**src/rtl/c17_bist_ctrl_if.sv**
```systemverilog
// Pattern/response and status bundle between the c17 BIST sequencer and its harness.
interface c17_bist_ctrl_if;
    logic       start;
    logic [4:0] pi;
    logic [1:0] po;
    logic       busy;
    logic       done;
    logic       pass;
    logic [7:0] signature;
    logic [7:0] pat_idx;

    modport master (
        input  start,
        input  po,
        output pi,
        output busy,
        output done,
        output pass,
        output signature,
        output pat_idx
    );

    modport slave (
        output start,
        output po,
        input  pi,
        input  busy,
        input  done,
        input  pass,
        input  signature,
        input  pat_idx
    );
endinterface

```
**src/rtl/c17_bist_ctrl.sv**
```systemverilog
// BIST sequencer for c17: LFSR patterns, programmable settle, 8-bit MISR compaction
// and a registered golden-signature compare.
module c17_bist_ctrl #(
    parameter int unsigned NUM_PAT    = 31,
    parameter int unsigned SETTLE_CYC = 2,
    parameter logic [4:0]  SEED       = 5'b00001,
    parameter logic [7:0]  GOLDEN     = 8'h00
) (
    input  logic            clk,
    input  logic            rst,
    c17_bist_ctrl_if.master bus
);

    // An all-zero seed would lock the LFSR, so it is mapped to 00001.
    localparam logic [4:0] SEED_EFF    = (SEED == 5'b00000) ? 5'b00001 : SEED;
    localparam logic [7:0] LAST_IDX    = 8'(NUM_PAT - 1);
    localparam logic [3:0] SETTLE_LAST = 4'(SETTLE_CYC - 1);

    typedef enum logic [1:0] {
        IDLE    = 2'd0,
        SETTLE  = 2'd1,
        CAPTURE = 2'd2,
        DONE    = 2'd3
    } state_t;

    state_t     state_q;
    logic [4:0] pi_q;
    logic       busy_q;
    logic       done_q;
    logic       pass_q;
    logic [7:0] sig_q;
    logic [7:0] idx_q;
    logic [3:0] wait_q;

    logic [4:0] pi_d;
    logic [7:0] sig_d;

    // x^5 + x^3 + 1, maximal length (period 31)
    function automatic logic [4:0] lfsr_next(input logic [4:0] p);
        return {p[3:0], p[4] ^ p[2]};
    endfunction

    function automatic logic [7:0] misr_next(input logic [7:0] s, input logic [1:0] r);
        return {s[6:0], s[7] ^ s[5] ^ s[4] ^ s[3]} ^ {6'b0, r};
    endfunction

    assign pi_d  = lfsr_next(pi_q);
    assign sig_d = misr_next(sig_q, bus.po);

    always_ff @(posedge clk) begin
        if (rst) begin
            state_q <= IDLE;
            pi_q    <= 5'd0;
            busy_q  <= 1'b0;
            done_q  <= 1'b0;
            pass_q  <= 1'b0;
            sig_q   <= 8'd0;
            idx_q   <= 8'd0;
            wait_q  <= 4'd0;
        end else begin
            case (state_q)
                IDLE: begin
                    if (bus.start) begin
                        pi_q    <= SEED_EFF;
                        sig_q   <= 8'd0;
                        pass_q  <= 1'b0;
                        idx_q   <= 8'd0;
                        wait_q  <= 4'd0;
                        busy_q  <= 1'b1;
                        state_q <= SETTLE;
                    end
                end
                SETTLE: begin
                    wait_q <= wait_q + 4'd1;
                    if (wait_q == SETTLE_LAST) begin
                        state_q <= CAPTURE;
                    end
                end
                CAPTURE: begin
                    sig_q <= sig_d;
                    if (idx_q == LAST_IDX) begin
                        busy_q  <= 1'b0;
                        done_q  <= 1'b1;
                        state_q <= DONE;
                    end else begin
                        pi_q    <= pi_d;
                        idx_q   <= idx_q + 8'd1;
                        wait_q  <= 4'd0;
                        state_q <= SETTLE;
                    end
                end
                DONE: begin
                    // sig_q already holds the final capture here
                    done_q  <= 1'b0;
                    pass_q  <= (sig_q == GOLDEN);
                    state_q <= IDLE;
                end
                default: state_q <= IDLE;
            endcase
        end
    end

    assign bus.pi        = pi_q;
    assign bus.busy      = busy_q;
    assign bus.done      = done_q;
    assign bus.pass      = pass_q;
    assign bus.signature = sig_q;
    assign bus.pat_idx   = idx_q;

endmodule

```
**src/flat_wrapper.sv**
```systemverilog
// flat-port wrapper written by rule: the top's interface ports become plain ports
module c17_bist_ctrl_flat 
#(
    parameter int unsigned NUM_PAT    = 31,
    parameter int unsigned SETTLE_CYC = 2,
    parameter logic [4:0]  SEED       = 5'b00001,
    parameter logic [7:0]  GOLDEN     = 8'h00
)
  (clk, rst, bus_start, bus_po, bus_pi, bus_busy, bus_done, bus_pass, bus_signature, bus_pat_idx);
  c17_bist_ctrl_if bus_i ();
  input  logic clk;
  input  logic rst;
  input wire logic [$bits(bus_i.start)-1:0] bus_start;
  input wire logic [$bits(bus_i.po)-1:0] bus_po;
  output wire logic [$bits(bus_i.pi)-1:0] bus_pi;
  output wire logic [$bits(bus_i.busy)-1:0] bus_busy;
  output wire logic [$bits(bus_i.done)-1:0] bus_done;
  output wire logic [$bits(bus_i.pass)-1:0] bus_pass;
  output wire logic [$bits(bus_i.signature)-1:0] bus_signature;
  output wire logic [$bits(bus_i.pat_idx)-1:0] bus_pat_idx;
  assign bus_i.start = bus_start;
  assign bus_i.po = bus_po;
  assign bus_pi = bus_i.pi;
  assign bus_busy = bus_i.busy;
  assign bus_done = bus_i.done;
  assign bus_pass = bus_i.pass;
  assign bus_signature = bus_i.signature;
  assign bus_pat_idx = bus_i.pat_idx;
  c17_bist_ctrl #(.NUM_PAT(NUM_PAT), .SETTLE_CYC(SETTLE_CYC), .SEED(SEED), .GOLDEN(GOLDEN)) u_core (.clk(clk), .rst(rst), .bus(bus_i));
endmodule
```
**config.mk**
```make
export PLATFORM = sky130hd
export DESIGN_NAME = c17_bist_ctrl_flat
export DESIGN_NICKNAME = d
export VERILOG_FILES = /design/src/rtl/c17_bist_ctrl_if.sv /design/src/rtl/c17_bist_ctrl.sv /design/src/flat_wrapper.sv
export SDC_FILE = /design/constraint.sdc
export NUM_CORES = 1
export LEC_CHECK = 0
export BUFFER_PORTS_ARGS = -buffer_cell sky130_fd_sc_hd__buf_2
export CORE_ASPECT_RATIO = 0.5
export CORE_MARGIN = 1
export CORE_UTILIZATION = 45
export CTS_BUF_LIST = sky130_fd_sc_hd__clkbuf_4 sky130_fd_sc_hd__clkbuf_8
export DETAILED_ROUTE_END_ITERATION = 10
export GPL_TIMING_DRIVEN = 1
export PLACE_DENSITY_LB_ADDON = 0.2
export SYNTH_ARGS = -nofsm -noshare
export SYNTH_HDL_FRONTEND = slang
export SYNTH_SLANG_ARGS = --single-unit
```
**constraint.sdc**
```tcl
create_clock -name clk -period 1.8 [get_ports clk]
set_input_delay 0 -clock clk [delete_from_list [all_inputs] [get_ports clk]]
set_output_delay 0 -clock clk [all_outputs]
set_load 0.02 [all_outputs]
```
# [Word level (Yosys, flattened, before mapping)]
# Cells that the tools add are included.
[totals] romBits=0 ram_bits=0 ff_bits=30 latchBits=0 mem_count=0 output_inout_bits=24 inputBits=5 word_cells=58
[op_classes] bitwise=5 multipliers=0 n_div=0 muxes=21 n_eq_ne=9 magnitude_cmp=0 addsub=2 shift=0 reduce_logical=13
[ops] cell="8-bit case mux with 2 select lines" count=2
[ops] cell="8-bit 2-to-1 mux" count=2
[ops] cell="4-bit case mux with 3 select lines" count=1
[ops] cell="5-bit 2-to-1 mux" count=2
[ops] cell="5-bit case mux with 2 select lines" count=1
[ops] cell="3-bit AND reduction" count=3
[ops] cell="8-bit by 1-bit adder with 8-bit output, second input constant" count=1
[ops] cell="8-bit by 5-bit equality test with 1-bit output, second input constant" count=1
[ops] cell="8-bit logical NOT" count=1
[ops] cell="4-bit 2-to-1 mux" count=2
[ops] cell="2-bit case mux with 4 select lines" count=1
[ops] cell="2-bit AND reduction" count=4
[ops] cell="8-bit by 2-bit bitwise XOR with 8-bit output" count=1
[ops] cell="2-bit 2-to-1 mux" count=3
[ops] cell="1-bit case mux with 2 select lines" count=3
[ops] cell="2-bit nonzero test" count=3
[ops] cell="4-bit by 1-bit adder with 4-bit output, second input constant" count=1
[ops] cell="2-bit equality test, second input constant" count=2
[ops] cell="4-bit by 1-bit equality test with 1-bit output, second input constant" count=1
[ops] cell="1-bit 2-to-1 mux" count=4
[ops] cell="2-bit by 1-bit != test with 1-bit output, second input constant" count=2
[ops] cell="2-bit != test, second input constant" count=2
[ops] cell="1-bit bitwise XOR" count=4
[ops] cell="3-bit nonzero test" count=1
[ops] cell="2 further kinds" count=2

# [Logic depth before layout (Yosys ltp)]
# Gate-level depths: netlist (run 1).
[depth] depth_word=5 mapped_depth=7 ltp_nobuf=6

# [Worst setup path before layout (run 1)]
# Ideal clock, no wire load.
[synth_timing] kind="register to register" startpoint="reg u_core.idx_q[0] (netlist: u_core.bus.pat_idx[0])" endpoint="reg u_core.idx_q[7] (netlist: u_core.bus.pat_idx[7])" setup_time_ns=0.070 n_path_buf=0 stages_incl_launch_ff=7 synth_period_minus_slack_ns=1.712 required_time_ns=1.730 arrival_ns=1.641 slack_ns=0.088 cell_sequence="dfxtp_1 -> inv_1 -> ha_1 -> nand4_1 -> o21ai_4 -> or4_1 -> a21oi_1"
[synth_between] elab_chain_len=3 word_cells_on_any_way=6 classes_between="add/sub: 1; eq/ne: 2; mux: 2; reduce/logical: 1"
[synth_lines] element="from (decl)" line_no="c17_bist_ctrl.sv:32" text="logic [7:0] idx_q;"
[synth_lines] element="from (signal assigned)" line_no="c17_bist_ctrl.sv:87" text="idx_q <= idx_q + 8'd1;"
[synth_lines] element="8-bit by 1-bit adder with 8-bit output or 8-bit by 5-bit equality test with 1-bit output (tied branches)" line_no="c17_bist_ctrl.sv:87, c17_bist_ctrl.sv:81"
[synth_lines] element="8-bit 2-to-1 mux or 2-bit != test (tied branches)"
[synth_lines] element="8-bit case mux with 2 select lines or 3-bit AND reduction (tied branches)"
# Several ways; a longest one is shown, not always the timed one. The select of a mux whose other input is x is not followed.
# A chain may end at the register's enable or synchronous reset.

# [Final worst setup path (run 1)]
[layout_timing] startpoint="reg u_core.idx_q[1] (netlist: u_core.bus.pat_idx[1])" endpoint="reg u_core.pi_q[2] (netlist: u_core.bus.pi[2])"
[layout_between] elab_chain_len=3
[layout_lines] element="8-bit by 5-bit equality test with 1-bit output" line_no="c17_bist_ctrl.sv:81" text="if (idx_q == LAST_IDX) begin"
[layout_lines] element="2-bit != test (no line)"
[layout_lines] element="3-bit AND reduction (no line)"
[layout_lines] element="to (signal assigned)" line_no="c17_bist_ctrl.sv:86" text="pi_q <= pi_d;"
[layout_lines] element="to (decl)" line_no="c17_bist_ctrl.sv:27" text="logic [4:0] pi_q;"
# Every way passes these cells.

==> impl_metrics.csv, run 1 <==
group,metric,value,unit
timing,tightest_slew,0.421,ns
hold_path,min_to,"u_core.bus.signature[1]",
worst_setup_path,required,2.01,ns
timing,min_period,1.69,ns
logic_synthesis,yosysSeqAreaShare,0.446,
hold_path,hold_depth,4,
clock_tree,htree_levels,2,
worst_setup_path,critPathMaxStageDelay,0.41,ns
global_route,grt_max_degree,25,
timing,max_freq,0.593,GHz
die,initial_core_util,0.496,
logic_synthesis,yosysTopAreaCell,"dfxtp_1",
timing,drv_slew,0,
detailed_routing,firstDrtPassIters,4,
hold_path,hp-class,"in2reg",
clock_tree,path_clk_slew,0.06,ns
global_route,grt_util_all_layers,0.189,
worst_setup_path,cp_num_cells,6,
layout,antenna_cells,0,
global_route,antenna_found_initial,0,
worst_setup_path,cp-start-kind,"flop",
die,placeableCoreArea,0.00272,mm²
clock_tree,clkLatencyLatePin,0.28,ns
pwr,peakVddDrop,0.000397,V
logic_synthesis,synthFlopType,"dfxtp_1",
logic_synthesis,yosysWarnings,0,
die,design.die.area,0.00323,mm²
layout,syn_to_final_growth,20.3,%
die,fp.dieW,79.4,µm
die,num_io_pins,29,
timing,setup_viol,0,
logic_synthesis,syn-num-nets,162,
detailed_routing,wl_per_cell,12.5,µm
clock_tree,clock_path_buffers,2,
clock_tree,cts_resized,0,
logic_synthesis,syn_inst,153,
worst_setup_path,regToRegEndpoint,"u_core.bus.pi[2]",
timing,fin_worst_skew,0.00416,ns
clock_tree,numCtsBuffers,5,
timing,rsz0062_at_grt,"false",
job,max_cap_viol_count,0,
timing,slew_headroom,0.719,
detailed_routing,antenna_left,0,
pwr,power,1300,µW
clock_tree,cts_tree,"yes",
worst_setup_path,r2r_slack,0.11,ns
status,status,"finished clean",
worst_setup_path,cpMaxStageDelayCell,"dfxtp_1",
logic_synthesis,synth_top_area_frac,0.446,
placed_design,dpl.hpwl,1950,µm
placed_design,io_buffers,28,
logic_synthesis,synthArstFlopShare,0,
pwr,power_density,806,mW/mm²
worst_setup_path,reg2reg_from,"u_core.bus.pat_idx[1]",
hold_path,hold_start,"bus_po[1]",
timing,fin_tns_setup,0,ns
worst_setup_path,reg2reg_depth,6,
die,dieHeight,40.7,µm
logic_synthesis,avgSynthCellArea,8.80,µm²
global_route,grt_pass1_wl,4410,µm
layout,fin_cells,224,
timing,timing.final.crit_share,0.936,
worst_setup_path,cp-end-kind,"flop",
logic_synthesis,synth_common_cells,"dfxtp_1, nor2_1, a21oi_1, nand2_1, nand3_1",
logic_synthesis,synthTopCellsByArea,"dfxtp_1, a21oi_1, nor2_1",
timing,final_hold_viol_count,0,
worst_setup_path,cp_max_fo,16,
placed_design,placed_cells,217,
clock_tree,clockRootBuffer,"clkbuf_8",
worst_setup_path,worstSetupStartpoint,"u_core.bus.pat_idx[1]",
layout,final_nets,196,
clock_tree,post_cts_buffers,0,
pwr,power.leakage,0.000657,µW
logic_synthesis,netlist_area,0.00135,mm²
layout,drive_gt1_frac,0.241,
worst_setup_path,path_buf_inv,1,
detailed_routing,drc,0,
worst_setup_path,critPathKind,"reg2reg",
logic_synthesis,synth_edf_count,0,
worst_setup_path,cp_cell_sequence,"ha_1, nand4_1, o21ai_4, buf_4, nand3_1, a21oi_1",
global_route,first_global_vias,978,
detailed_routing,viasPerCell,5.37,
detailed_routing,totalWireLength,2790,µm
detailed_routing,num_vias,1203,
worst_setup_path,cp_top_family,"compound AO/OA/AOI/OAI gates",
global_route,grt_remaining_overflow,0,
clock_tree,postCtsHoldBufs,0,
placed_design,gp_congestion,0.788,
logic_synthesis,ys_types,36,
die,num_rows,13,
worst_setup_path,cp.arrival,1.89,ns
logic_synthesis,yosys_register_bits,30,
clock_tree,clock-sinks,30,
detailed_routing,drtIter0Drc,62,
logic_synthesis,yosysMostFrequentCell,"dfxtp_1",
-- how the worst max path moves through the flow --
stage                            endpoint  slack [ns]
finish                   u_core.bus.pi[2]        0.11
global route             u_core.bus.pi[1]       0.003
CTS                      u_core.bus.pi[2]        0.12
detailed placement       u_core.bus.pi[2]        0.13
global placement    u_core.bus.pat_idx[7]        0.20
floorplan           u_core.bus.pat_idx[7]        0.09
-- final cells by class --
cell class / instances / area [µm²]
sequential: 30 / 601
fill: 252 / 1100
tap: 37 / 46.3
timing repair buffer: 33 / 178
clock buffer: 7 / 83.8
inverter: 4 / 15.0
multi-input combinational: 113 / 696
-- worst reg2reg max path: stages (launching register included) --
cell and delay, ns:
dfxtp_1 0.41, ha_1 0.17, nand4_1 0.20, o21ai_4 0.40, buf_4 0.21, nand3_1 0.07, a21oi_1 0.15
-- placed cells by master, fill, tap and decap left out, types with 2 or more instances in the layout --
cell	instances
xnor2_1	2
nand2_1	15
clkbuf_4	2
nand3_1	10
or4_1	2
a31oi_1	2
a21oi_1	15
buf_2	28
xor2_1	5
dfxtp_1	30
o31ai_1	2
o21ai_0	3
clkbuf_8	5
a22oi_1	8
nand4_1	3
ha_1	4
inv_1	4
nor3_1	2
nand2b_1	3
buf_4	5
or3_1	3
nor2_1	19
-- cells by family after synthesis --
| kind of cell | synth area share |
|---|---|
| and+or+nand+nor | 0.239 |
| AOI/OAI and AO/OA | 0.178 |
| DFF | 0.446 |
| buffers and inverters | 0.0372 |
| xor gates and xnor gates | 0.0623 |
| adders and majority gates | 0.0372 |
-- power breakdown --
part	internal [µW]	leakage (µW)	switching, µW
sequential	675	0.000243	13.9
combinational	31.3	0.000369	54.1
clock	296	0.0000452	235
total	1000	0.000657	303
-- state kept, by name, summed over array words and instances, names as in the netlist --
register,cells
u_core.bus.busy,1
u_core.bus.done,1
u_core.bus.pass,1
u_core.bus.pat_idx,8
u_core.bus.pi,5
u_core.bus.signature,8
u_core.state_q,2
u_core.wait_q,4
-- metrics by stage --
stage	cell area, µm²	util	worst slack, ns	hold WS (ns)
after global routing	1620	0.596	0.00308	0.144
after CTS	1620	0.596	0.124	0.110
after global placement	1540	0.565	0.196	0.399
final	1620	0.596	0.114	0.111
after detailed placement	1540	0.565	0.133	0.400
after floorplan	1350	-	0.0885	0.0728
-- layer usage --
layer  global-route usage  vias to the layer above  routed length [µm]
met5                    0                        -                   0
met4               0.0955                        0                  35
met3               0.0622                        5                 129
met2                0.304                       23                1210
met1                0.238                      564                1420
li1                     -                      611                   -
Note: power is estimated with default switching activity, not from simulation.
==> inputs of run 2 (changes only) <==
Settings changed: CORE_ASPECT_RATIO 0.5 to default, CORE_UTILIZATION 45 to 55.
==> run 2 against run 1 <==
First-iteration DRC count fell by 69%. Largest cell class unchanged. Worst hold slack got worse by 0.047 ns. Total power fell by 11%. Largest power group unchanged. Global-route usage rose by 4.5 points. Critical path type unchanged. Critical path depth did not move. Sequential cell count did not move. Worst setup slack improved by 0.030 ns.
==> impl_metrics.csv, run 2 (same netlist as run 1, synthesis figures left out) <==
group,metric,value,unit
timing,drv_slew,0,
timing,final_hold_viol_count,0,
worst_setup_path,cp.arrival,1.89,ns
worst_setup_path,critPathMaxStageDelay,0.51,ns
layout,fin_cells,212,
timing,rsz0062_at_grt,"false",
worst_setup_path,cpMaxStageDelayCell,"or4_1",
clock_tree,post_cts_buffers,0,
job,max_cap_viol_count,0,
global_route,grt_util_all_layers,0.235,
detailed_routing,drc,0,
worst_setup_path,cp-start-kind,"flop",
layout,antenna_cells,0,
pwr,power_density,741,mW/mm²
layout,final_nets,194,
worst_setup_path,critPathKind,"reg2reg",
worst_setup_path,cp-end-kind,"flop",
clock_tree,clock-sinks,30,
global_route,grt_remaining_overflow,0,
worst_setup_path,required,2.04,ns
clock_tree,cts_tree,"yes",
detailed_routing,viasPerCell,5.58,
placed_design,gp_congestion,0.773,
clock_tree,clkLatencyLatePin,0.32,ns
timing,fin_worst_skew,0.0165,ns
placed_design,io_buffers,28,
clock_tree,postCtsHoldBufs,0,
detailed_routing,wl_per_cell,12.5,µm
timing,max_freq,0.604,GHz
worst_setup_path,cp_cell_sequence,"inv_1, ha_1, nand4_1, o21ai_4, or4_1, a21oi_1",
placed_design,placed_cells,206,
die,placeableCoreArea,0.00225,mm²
clock_tree,clock_path_buffers,2,
clock_tree,clockRootBuffer,"clkbuf_4",
detailed_routing,num_vias,1184,
die,num_io_pins,29,
timing,tightest_slew,0.416,ns
layout,drive_gt1_frac,0.234,
worst_setup_path,cp_max_fo,9,
layout,layout_common_cells,"dfxtp_1, buf_2, nor2_1",
timing,timing.final.crit_share,0.920,
detailed_routing,firstDrtPassIters,4,
pwr,peakVddDrop,0.000675,V
clock_tree,htree_levels,2,
global_route,antenna_found_initial,0,
hold_path,hp-class,"in2reg",
global_route,grt_pass1_wl,4510,µm
status,status,"finished clean",
global_route,first_global_vias,1055,
timing,setup_viol,0,
layout,layout_commonest_cell,"dfxtp_1",
placed_design,dpl.hpwl,1880,µm
layout,syn_to_final_growth,16.2,%
timing,fin_tns_setup,0,ns
die,fp.dieW,51.5,µm
global_route,grt_max_degree,25,
timing,slew_headroom,0.722,
die,num_rows,17,
detailed_routing,totalWireLength,2650,µm
clock_tree,path_clk_slew,0.08,ns
timing,min_period,1.66,ns
die,initial_core_util,0.597,
detailed_routing,antenna_left,0,
detailed_routing,drtIter0Drc,19,
die,design.die.area,0.00265,mm²
die,dieHeight,51.5,µm
clock_tree,numCtsBuffers,5,
pwr,power.leakage,0.000632,µW
-- run 2: power by group --
group	total, µW	switching, µW	internal (µW)	leakage (µW)
combinational	85.4	54.5	30.9	0.000358
sequential	687	14.4	672	0.000243
clock	387	211	176	0.0000302
-- run 2: final timing paths --
| kind | start | endpoint | slack (ns) | cells after the start |
|---|---|---|---|---|
| worst min-delay path | bus_po[1] | u_core.bus.signature[1] | 0.06 | 4 |
| worst min register to register | u_core.bus.pi[3] | u_core.bus.pi[4] | 0.47 | 2 |
| worst max-delay path | u_core.bus.pat_idx[0] | u_core.bus.pat_idx[7] | 0.14 | 6 |
| worst max register to register | u_core.bus.pat_idx[0] | u_core.bus.pat_idx[7] | 0.14 | 6 |
-- run 2: routing by layer --
layer	up-vias	routed length, µm	global-route usage
met1	542	1260	0.292
met3	2	142	0.0893
met5	-	0	0
met2	33	1230	0.368
met4	0	26	0.0811
li1	607	-	-
-- run 2: cell type report --
type                            instances  area [µm²]
Clock buffer                            6        51.3
Fill cell                             203         691
Inverter                                4        15.0
Multi-Input combinational cell        113         696
Sequential cell                        30         604
Tap cell                               28        35.0
Timing Repair Buffer                   31         163
-- run 2: per-stage QoR --
stage               hold slack [ns]  setup WS, ns  area (µm²)  power, µW   util
CTS                          0.0621        0.0829        1560       1170  0.692
finish                       0.0648         0.144        1560       1160  0.694
global placement              0.391         0.189        1510        786  0.669
floorplan                    0.0728        0.0885        1350        761      -
detailed placement            0.398         0.115        1510        789  0.669
global route                 0.0740        0.0128        1560       1210  0.694
-- run 2: what timing repair did --
item                                    CTS  global route
gates resized for setup                   0             2
endpoints found under the setup margin    0             4
endpoints found under the hold margin     0             0
-- run 2: critical path: cells and delay by family (launching register included) --
family | cells | cell delay [ns]
and+or+nand+nor | 2 | 0.68
DFF | 1 | 0.37
AOI/OAI and AO/OA | 2 | 0.28
adders and majority gates | 1 | 0.19
buffers and inverters | 1 | 0.06
==> inputs of run 3 (changes only) <==
Settings changed: PLACE_DENSITY_LB_ADDON 0.2 to 0.15.
==> run 3 against run 2 <==
Sequential share of layout area is 0.83 points lower. Combinational power is 0.9% higher. Sequential cell count stayed put. Sequential power hardly changed. Worst setup slack worse by 0.025 ns. Clock power is 36% higher. Critical path type unchanged. Critical endpoint is now u_core.bus.pat_idx[4]. Largest power group unchanged.
==> impl_metrics.csv, run 3 (same netlist as run 1, synthesis figures left out) <==
group,metric,value,unit
worst_setup_path,cp_max_fo,11,
job,max_cap_viol_count,0,
detailed_routing,wl_per_cell,12.9,µm
placed_design,dpl.hpwl,1940,µm
timing,slew_headroom,0.726,
worst_setup_path,critPathKind,"reg2reg",
status,status,"finished clean",
die,num_rows,17,
die,dieHeight,51.5,µm
worst_setup_path,reg2reg_from,"u_core.bus.pat_idx[0]",
die,design.die.area,0.00265,mm²
clock_tree,htree_levels,2,
layout,syn_to_final_growth,18.2,%
pwr,power_density,816,mW/mm²
timing,drv_slew,0,
timing,final_hold_viol_count,0,
clock_tree,clock-sinks,30,
clock_tree,clockRootBuffer,"clkbuf_4",
timing,tightest_slew,0.411,ns
clock_tree,cts_tree,"yes",
layout,final_nets,194,
global_route,grt_util_all_layers,0.230,
timing,timing.final.crit_share,0.934,
layout,num-fill-cells,197,
pwr,peakVddDrop,0.000742,V
worst_setup_path,worstSetupStartpoint,"u_core.bus.pat_idx[0]",
detailed_routing,drc,0,
timing,fin_tns_setup,0,ns
layout,antenna_cells,0,
placed_design,io_buffers,28,
timing,fin_worst_skew,0.00721,ns
layout,seqCellArea,602,µm²
die,fp.dieW,51.5,µm
global_route,grt_remaining_overflow,0,
worst_setup_path,cp.arrival,1.95,ns
detailed_routing,num_vias,1185,
clock_tree,path_clk_slew,0.10,ns
die,placeableCoreArea,0.00225,mm²
hold_path,hp-class,"in2reg",
clock_tree,postCtsHoldBufs,0,
worst_setup_path,cp-end-kind,"flop",
timing,min_period,1.68,ns
clock_tree,clock_path_buffers,2,
clock_tree,post_cts_buffers,0,
timing,rsz0062_at_grt,"false",
global_route,antenna_found_initial,0,
detailed_routing,drtIter0Drc,38,
die,initial_core_util,0.597,
die,num_io_pins,29,
layout,drive_gt1_frac,0.247,
clock_tree,clkLatencyLatePin,0.34,ns
detailed_routing,firstDrtPassIters,4,
placed_design,dp_slack,0.108,ns
clock_tree,numCtsBuffers,5,
worst_setup_path,required,2.07,ns
detailed_routing,viasPerCell,5.54,
global_route,grt_pass1_wl,4360,µm
placed_design,gp_congestion,0.769,
clock_tree,cts_resized,0,
layout,layout_common_cells,"dfxtp_1, buf_2, nor2_1",
worst_setup_path,r2r_slack,0.12,ns
pwr,power.leakage,0.000646,µW
hold_path,hold_start,"bus_po[1]",
layout,layout_commonest_cell,"dfxtp_1",
layout,multi_input_area,699,µm²
detailed_routing,antenna_left,0,
detailed_routing,totalWireLength,2770,µm
worst_setup_path,cp-start-kind,"flop",
timing,setup_viol,0,
global_route,grt_max_degree,25,
global_route,first_global_vias,1017,
timing,setup_slack,0.119,ns
timing,max_freq,0.595,GHz
==> run 3: cell types whose count changed in the layout (fill, tap and decap cells not counted), sizes merged <==
cell and delta:
clkinv +2, bufinv +1, clkbuf -1
==> run 3: worst paths after layout <==
kind                                                 to  cells past startpoint
worst max-delay path              u_core.bus.pat_idx[4]                      7
worst min register to register         u_core.bus.pi[4]                      2
worst min-delay path            u_core.bus.signature[1]                      4
worst max register to register    u_core.bus.pat_idx[4]                      7
==> run 3: worst max-delay path, cell delays in order (launching register included) <==
cell and delay (ns):
dfxtp_2 0.37, inv_1 0.06, ha_1 0.19, nand4_1 0.17
o21ai_4 0.12, buf_4 0.18, or3_1 0.37, a21oi_2 0.16
==> run 3: routing by layer <==
metal	routed length, µm	GRT usage
met5	0	0
met1	1270	0.277
met2	1290	0.355
met4	67	0.108
met3	146	0.0893
==> run 3: layout make-up <==
cell class,count,share of cell area
multi-input cells,113,0.439
flip-flops and latches,30,0.378
repair buffers,31,0.102
clock inverters,3,0.0252
clock buffers,5,0.0236
well taps,28,0.0220
inverters,4,0.00943
==> run 3: power breakdown <==
part | total (µW) | switching [µW] | internal, µW
clock network | 525 | 238 | 287
registers | 688 | 14.1 | 674
logic | 86.2 | 55.2 | 31.0
==> run 3: through the flow <==
stage          hold WS [ns]  instance area (µm²)  std cells   util  power [µW]
2_1_floorplan        0.0728                 1350        153      -         761
4_1_cts              0.0366                 1590        214  0.704        1310
3_3_place_gp          0.392                 1510        206  0.669         786
3_5_place_dp          0.402                 1510        206  0.669         788
5_1_grt              0.0693                 1590        214  0.706        1350
6_report             0.0344                 1590        214  0.706        1300
